**config.mk**
```make
export PLATFORM = sky130hd
export DESIGN_NAME = writeback_unit
export DESIGN_NICKNAME = d
export VERILOG_FILES = /design/src/rtl/writeback_unit.sv
export SDC_FILE = /design/constraint.sdc
export NUM_CORES = 1
export LEC_CHECK = 0
export BUFFER_PORTS_ARGS = -buffer_cell sky130_fd_sc_hd__buf_2
export CORE_ASPECT_RATIO = 0.75
export CORE_MARGIN = 2
export CORE_UTILIZATION = 55
export CTS_CLUSTER_SIZE = 14
export DETAILED_ROUTE_END_ITERATION = 6
export GPL_ROUTABILITY_DRIVEN = 0
export PLACE_DENSITY = 0.83
export SLEW_MARGIN = 25
export SYNTH_ARGS = -nofsm -noshare
export SYNTH_HDL_FRONTEND = slang
export SYNTH_SLANG_ARGS = --single-unit
```
**constraint.sdc**
```tcl
create_clock -name clk -period 8.23 [get_ports clk]
set_input_delay 1.2345 -clock clk [delete_from_list [all_inputs] [get_ports clk]]
set_output_delay 1.2345 -clock clk [all_outputs]
set_load 0.02 [all_outputs]
```
**src/rtl/writeback_unit.sv**
```systemverilog
// Writeback queue: merges ALU and load results into a FIFO that drains into the register file.
// Optional WB_BYPASS_EN adds fwd_valid/fwd_data, forwarding the newest queued value for chk_reg.
module writeback_unit #(
    parameter int unsigned DEPTH = 4
) (
    input  logic        clk,
    input  logic        rst_n,

    input  logic        alu_valid,
    output logic        alu_ready,
    input  logic [4:0]  alu_reg,
    input  logic [31:0] alu_data,

    input  logic        mem_valid,
    output logic        mem_ready,
    input  logic [4:0]  mem_reg,
    input  logic [31:0] mem_data,

    input  logic        wb_hold,
    output logic        write_en,
    output logic [4:0]  write_reg,
    output logic [31:0] write_data,

    input  logic [4:0]  chk_reg,
    output logic        chk_pending
`ifdef WB_BYPASS_EN
    ,
    output logic        fwd_valid,
    output logic [31:0] fwd_data
`endif
);

    // DEPTH is a power of two, so pointer arithmetic wraps naturally.
    localparam int unsigned PtrW = (DEPTH > 1) ? $clog2(DEPTH) : 1;
    localparam int unsigned CntW = PtrW + 1;
    localparam logic [CntW-1:0] FullCount = CntW'(DEPTH);

    logic [PtrW-1:0] wr_ptr_q, wr_ptr_d;
    logic [PtrW-1:0] rd_ptr_q, rd_ptr_d;
    logic [CntW-1:0] count_q, count_d;

    logic [4:0]  ent_reg_q  [DEPTH];
    logic [31:0] ent_data_q [DEPTH];

    logic        full;
    logic        empty;
    logic        mem_fire;
    logic        alu_fire;
    logic        push_en;
    logic        pop_en;
    logic [4:0]  push_reg;
    logic [31:0] push_data;
    logic        chk_hit;
    logic [PtrW-1:0] scan_idx;
`ifdef WB_BYPASS_EN
    logic [31:0] fwd_match;
`endif

    // Handshake and push selection; reset forces the interface to its idle view.
    always_comb begin
        full      = (count_q == FullCount);
        empty     = (count_q == '0);
        mem_ready = !rst_n || !full;
        alu_ready = (!rst_n || !full) && !mem_valid;
        mem_fire  = mem_valid && mem_ready;
        alu_fire  = alu_valid && alu_ready;
        push_reg  = mem_fire ? mem_reg  : alu_reg;
        push_data = mem_fire ? mem_data : alu_data;
        // Writes to x0 complete the handshake but never occupy an entry.
        push_en   = rst_n && ((mem_fire && (mem_reg != 5'd0)) ||
                              (alu_fire && (alu_reg != 5'd0)));
    end

    always_comb begin
        write_en   = rst_n && !empty && !wb_hold;
        pop_en     = write_en;
        write_reg  = '0;
        write_data = '0;
        if (rst_n && !empty) begin
            write_reg  = ent_reg_q[rd_ptr_q];
            write_data = ent_data_q[rd_ptr_q];
        end
    end

    always_comb begin
        wr_ptr_d = wr_ptr_q + PtrW'(push_en);
        rd_ptr_d = rd_ptr_q + PtrW'(pop_en);
        count_d  = count_q;
        unique case ({push_en, pop_en})
            2'b10:   count_d = count_q + CntW'(1);
            2'b01:   count_d = count_q - CntW'(1);
            default: count_d = count_q;
        endcase
    end

    always_ff @(posedge clk) begin
        if (!rst_n) begin
            wr_ptr_q <= '0;
            rd_ptr_q <= '0;
            count_q  <= '0;
        end else begin
            wr_ptr_q <= wr_ptr_d;
            rd_ptr_q <= rd_ptr_d;
            count_q  <= count_d;
        end
    end

    // Entry storage needs no reset: occupancy is tracked by count_q alone.
    always_ff @(posedge clk) begin
        if (push_en) begin
            ent_reg_q[wr_ptr_q]  <= push_reg;
            ent_data_q[wr_ptr_q] <= push_data;
        end
    end

    // Scan oldest to newest so the last match is the newest queued value.
    always_comb begin
        chk_hit  = 1'b0;
        scan_idx = '0;
`ifdef WB_BYPASS_EN
        fwd_match = '0;
`endif
        for (int unsigned k = 0; k < DEPTH; k++) begin
            scan_idx = rd_ptr_q + PtrW'(k);
            if ((CntW'(k) < count_q) && (ent_reg_q[scan_idx] == chk_reg)) begin
                chk_hit = 1'b1;
`ifdef WB_BYPASS_EN
                fwd_match = ent_data_q[scan_idx];
`endif
            end
        end
        chk_pending = rst_n && (chk_reg != 5'd0) && chk_hit;
    end

`ifdef WB_BYPASS_EN
    always_comb begin
        fwd_valid = chk_pending;
        fwd_data  = chk_pending ? fwd_match : 32'd0;
    end
`endif

endmodule
```
# After elaboration in Yosys (flattened, before gate mapping)
# Memories as Yosys holds them, arrays and structs flattened. A register that Yosys moved wholly into a read port is not among the register bits.
# Index checks and enable logic that the tools add are counted.
# op_classes
add_sub_neg	7
n_eq_ne	7
mux	13
reduce_logical	26
order_cmp	4
# op_table
op	n
$mux 32	2
$eq 5x5->1	4
$reduce_bool 5->1	3
$logic_and 1x1->1	14
$mux 5	2
$lt 1x3->1 const A	2
$lt 2x3->1 const A	2
$mux 1	6
$pmux 3 s2	1
$logic_not 1->1	5
$add 2x1->2	2
$add 2x2->2 const B	2
$mux 2	2
$add 3x1->3 const B	1
$eq 3x3->1 const B	1
$logic_not 3->1	1
$sub 3x1->3 const B	1
$add 2x1->2 const B	1
$eq 2x1->1 const B	1
$eq 2x2->1 const B	1
$logic_or 1x1->1	2
$reduce_bool 2->1	1
# word_totals
inputBits	84
elab_cells	62
ramBits	148
memories	2
register_bits	7
output_inout_bits	41
# memory_table
name	depth	word_bits	read_ports	rd_clocked_by_memory_dff	wr	line_no	rtl
ent_data_q	4	32	1	1	1	43	logic [31:0] ent_data_q [DEPTH];
ent_reg_q	4	5	4	1	1	42	logic [4:0] ent_reg_q [DEPTH];

# Logic depth before layout (Yosys ltp)
# depth
word_depth	10
depth_mapped	11
ltp_nobuf	9

# Least setup slack after synthesis
# No wires, ideal clock.
# synth_timing
path_type	input port to flip-flop
from	in rst_n
to	mem ent_data_q[0][0], enable pin
n_path_buf	1
setup_ps	477
required_time_ps	7753
path_slack_ps	3348
cell_stages	5
arrival_ps	4404
path_cell_list	nand3_1 > and3_1 > clkbuf_1 > inv_1 > nor3_1
# synth_via
elab_chain_len	9
elab_cells_between_ends	11
classes_between	2 x mux; 9 x reduce/logical
# synth_lines
element	line_no	rtl
from (decl)	7	input logic rst_n,
$logic_not 1->1	-	
$logic_or 1x1->1	63, 64	
$logic_and 1x1->1	64	alu_ready = (!rst_n || !full) && !mem_valid;
$logic_and 1x1->1	66	alu_fire = alu_valid && alu_ready;
$logic_and 1x1->1	71	(alu_fire && (alu_reg != 5'd0)));
$logic_or 1x1->1	70	push_en = rst_n && ((mem_fire && (mem_reg != 5'd0)) ||
$logic_and 1x1->1 *	70	
$mux 1 *	110	if (push_en) begin
$mux 1 (implied by the code) *	112	ent_data_q[wr_ptr_q] <= push_data;
to (decl)	43	
# Every way passes the cells marked *; elsewhere a longest branch is shown, timed or not.

# Worst setup path in the final report
# layout_timing
from	reg rd_ptr_q[1]
to	out chk_pending
# layout_via
elab_chain_len	8
elab_cells_between_ends	14
classes_between	3 x add/sub; 3 x eq/ne; 3 x mux; 4 x reduce/logical; 1 x memory
# layout_lines
element	line_no	rtl
from (decl)	39	logic [PtrW-1:0] rd_ptr_q, rd_ptr_d;
from (signal assigned)	103	rd_ptr_q <= rd_ptr_d;
$add 2x1->2	124	scan_idx = rd_ptr_q + PtrW'(k);
$mem_v2 4x5 *	-	
$eq 5x5->1	125	if ((CntW'(k) < count_q) && (ent_reg_q[scan_idx] == chk_reg)) begin
$logic_and 1x1->1	125	
$mux 1 (2 in a row)	125	
$mux 1 *	125	
$logic_and 1x1->1 *	132	chk_pending = rst_n && (chk_reg != 5'd0) && chk_hit;
to (decl)	25	output logic chk_pending
# Marks and branches as above.

==> impl_metrics.csv <==
group,metric,value,unit
worst_setup_path,reg2reg_to,"ent_data_q[1][15]$_DFFE_PP_",
cells_and_area,final_nets,623,
routing,drt-initial-drc-count,258,
synth,synth_top_family_by_area,"multiplexers",
die,die_h,102.0,um
synth,avgSynthCellArea,17.20,um2
worst_hold_path,hold_path_depth,2,
clock_tree,clock_latency,0.41,ns
routing,routedWlPerCell,19.25,um
timing,setup_viol,0,
synth,ys_top_cells_by_area,"edfxtp_1 (63%), mux4_2 (10%), mux2_2 (6.1%)",
die,die_w,134.6,um
synth,seq_area_frac_synth,65.16,%
placement,port_buffers,124,
power,pwr-share-seq,47.8,%
timing,fin_ws,4.061,ns
grt,grt_use_met1,27.91,%
timing,finalHoldViolCount,0,
routing,antenna_left,0,
clock_tree,cts_resized,0,
clock_tree,cts.sinks,155,
grt,grt_max_degree,38,
grt,antenna_found_initial,0,
status,status,"complete, no violations",
die,placementRows,35,
synth,synth_cell_types,35,
synth,synth_simple_gate_area_share,6.562,%
synth,syn_area,7035,um2
cells_and_area,mostFrequentLayoutCell,"edfxtp_1",
synth,synthMuxAreaShare,19.74,%
synth,synth_xor_xnor_area_share,3.237,%
clock_tree,cts_tree,"built",
job,drv_cap,0,
worst_setup_path,arrival,2.93,ns
grt,grt_util_met3,4.712,%
grt,grt_pass1_vias,4125,
worst_hold_path,worstHoldPathType,"reg -> reg",
routing,dr_total_vias,3913,
synth,synth_adder_area_share,1.245,%
cells_and_area,area_growth,19.19,%
routing,drc_errors,0,
timing,hold_slack,0.6721,ns
timing,clock.fmax,239.9,MHz
clock_tree,cts_buffers,17,
die,core_area,12390,um2
worst_setup_path,timing.rr.start,"count_q[0]$_SDFFE_PN0P_",
cells_and_area,drive_above_1_share,45.22,%
timing,worst_slew_pin_slew,0.9927,ns
worst_setup_path,rrSetupSlack,5.61,ns
cells_and_area,utilization,67.66,%
die,ios,125,
power,cellLeakagePower,2.936,nW
synth,ys_warn_count,0,
clock_tree,clkTransAtPathRegs,0.06,ns
worst_setup_path,critPathMaxFanout,28,
worst_setup_path,crit_type,"reg -> out",
worst_setup_path,crit_path_start,"rd_ptr_q[1]$_SDFF_PN0_",
clock_tree,htree_levels,4,
cells_and_area,finish.instance_area,8386,um2
synth,synth_compound_area_share,1.618,%
worst_setup_path,endpoint,"chk_pending",
power,p_switching,440.1,uW
power,power_frac_clock,39.8,%
worst_setup_path,critPathRequiredTime,7.00,ns
synth,synth_top_area_share,63.17,%
synth,synth_fp_nets,500,
cells_and_area,antennaDiodeCount,0,
power,comb_power_share,12.3,%
synth,ys_ff_latch,155,
power,power.density,229.1,nW/um2
placement,dp_slack,4.260,ns
power,peakVddDrop,0.0001635,V
synth,syn_inst,409,
power,switching_share,22.91,%
die,die_area,13720,um2
routing,routed_wl,13.67,mm
clock_tree,clock_path_buffers,2,
placement,dp_hpwl,8.712,mm
die,initial_core_util,56.77,%
timing,skew,0.01077,ns
grt,grt_use_total,21.19,%
worst_setup_path,cp-end-kind,"output port",
placement,dpl_cell_area,7801,um2
clock_tree,cts-root-buf,"clkbuf_16",
timing,rsz0062_at_grt,"no",
grt,globalRoute.busiestLayer,"met2",
routing,routed_via_density,5.511,
routing,drtPass1Iterations,4,
grt,grt-ovfl-total,0,
synth,synth.largest_area_cell,"edfxtp_1",
grt,grt_pass1_wl,21.38,mm
timing,drv_slew,0,
clock_tree,cts_setup_buffers,0,
clock_tree,holdBufCountCts,0,
timing,relSlewSlack,33.82,%
worst_setup_path,worstRegToRegCells,7,
timing,totalNegativeSetupSlack,0,ns
power,internal_power,1.481,mW
timing,fin_crit,4.169,ns
worst_setup_path,crit_path_start_kind,"flip-flop",
cells_and_area,mostFrequentLayoutCells,"edfxtp_1 (148), buf_2 (124), mux2_2 (38)",
timing,period_share,50.65,%
grt,use_met2,35.99,%
power groups by stage:
stage | Clock [mW] | Combinational [mW] | Sequential, mW
2_1_floorplan | 0 | 0.167 | 0.925
3_3_place_gp | 0 | 0.231 | 0.933
3_5_place_dp | 0 | 0.238 | 0.935
4_1_cts | 0.776 | 0.240 | 0.919
5_1_grt | 0.809 | 0.258 | 0.922
6_report | 0.765 | 0.237 | 0.919
how the worst min path moves through the flow:
stage                            startpoint                       to  slack (ns)
finish              count_q[2]$_SDFFE_PN0P_  count_q[2]$_SDFFE_PN0P_        0.67
CTS                 count_q[2]$_SDFFE_PN0P_  count_q[2]$_SDFFE_PN0P_        0.67
global route        count_q[2]$_SDFFE_PN0P_  count_q[2]$_SDFFE_PN0P_        0.71
detailed placement   wr_ptr_q[1]$_SDFF_PN0_   wr_ptr_q[1]$_SDFF_PN0_        0.66
floorplan            rd_ptr_q[0]$_SDFF_PN0_   rd_ptr_q[0]$_SDFF_PN0_        0.54
global placement     wr_ptr_q[1]$_SDFF_PN0_   wr_ptr_q[1]$_SDFF_PN0_        0.64
layer usage:
metal | part of all wire, % | up-vias
met2 | 50 | 136
met5 | 0 | -
met3 | 6.1 | 12
met4 | 0.72 | 0
li1 | - | 1824
met1 | 43 | 1941
critical path, stage by stage, from the launching register on:
cell and delay, ns:
dfxtp_2 0.80, buf_4 0.52, mux2i_1 0.35, mux2i_1 0.14
xor2_1 0.18, nor3_1 0.08, a311o_1 0.30, buf_2 0.16
cells in the mapped netlist, drive strengths merged:
library cell	number
and2	6
o21ai	9
nor3	5
dfxtp	7
a21boi	1
a311o	1
xnor2	18
nor4	3
and3	3
a21oi	5
a31oi	3
or4	3
clkbuf	11
inv	5
or3	1
nand3	3
nor2b	32
nand2b	4
mux4	32
xor2	8
nand2	7
buf	16
mux2i	24
edfxtp	148
nor2	5
mux2	38
ha	7
or2	4
sequential cells by signal, indices dropped and copies added, names as in the netlist:
register / flops
count_q: 3
ent_data_q: 128
ent_reg_q: 20
rd_ptr_q: 2
wr_ptr_q: 2
final cells by class:
type	instances	area (um2)
clock buffers	20	436.7
clock inverters	11	147.6
fillers	854	4008
inverters	5	18.77
multi-input cells	222	2315
flip-flops and latches	155	4587
well taps	166	207.7
repair buffers	131	673.1
through the flow:
stage                     instances  power (mW)
after floorplan                 409       1.092
after global placement          679       1.164
after detailed placement        679       1.173
after CTS                       710       1.935
after global routing            710       1.989
final                           710       1.921
cells by family after synthesis:
logic type | after synthesis
flip-flops | 155
AO/OA/AOI/OAI | 19
XOR/XNOR | 26
multiplexers | 94
AND/OR/NAND/NOR | 76
buffers and inverters | 32
adder cells (fa/ha/maj) | 7
(Power assumes the default switching activity.)
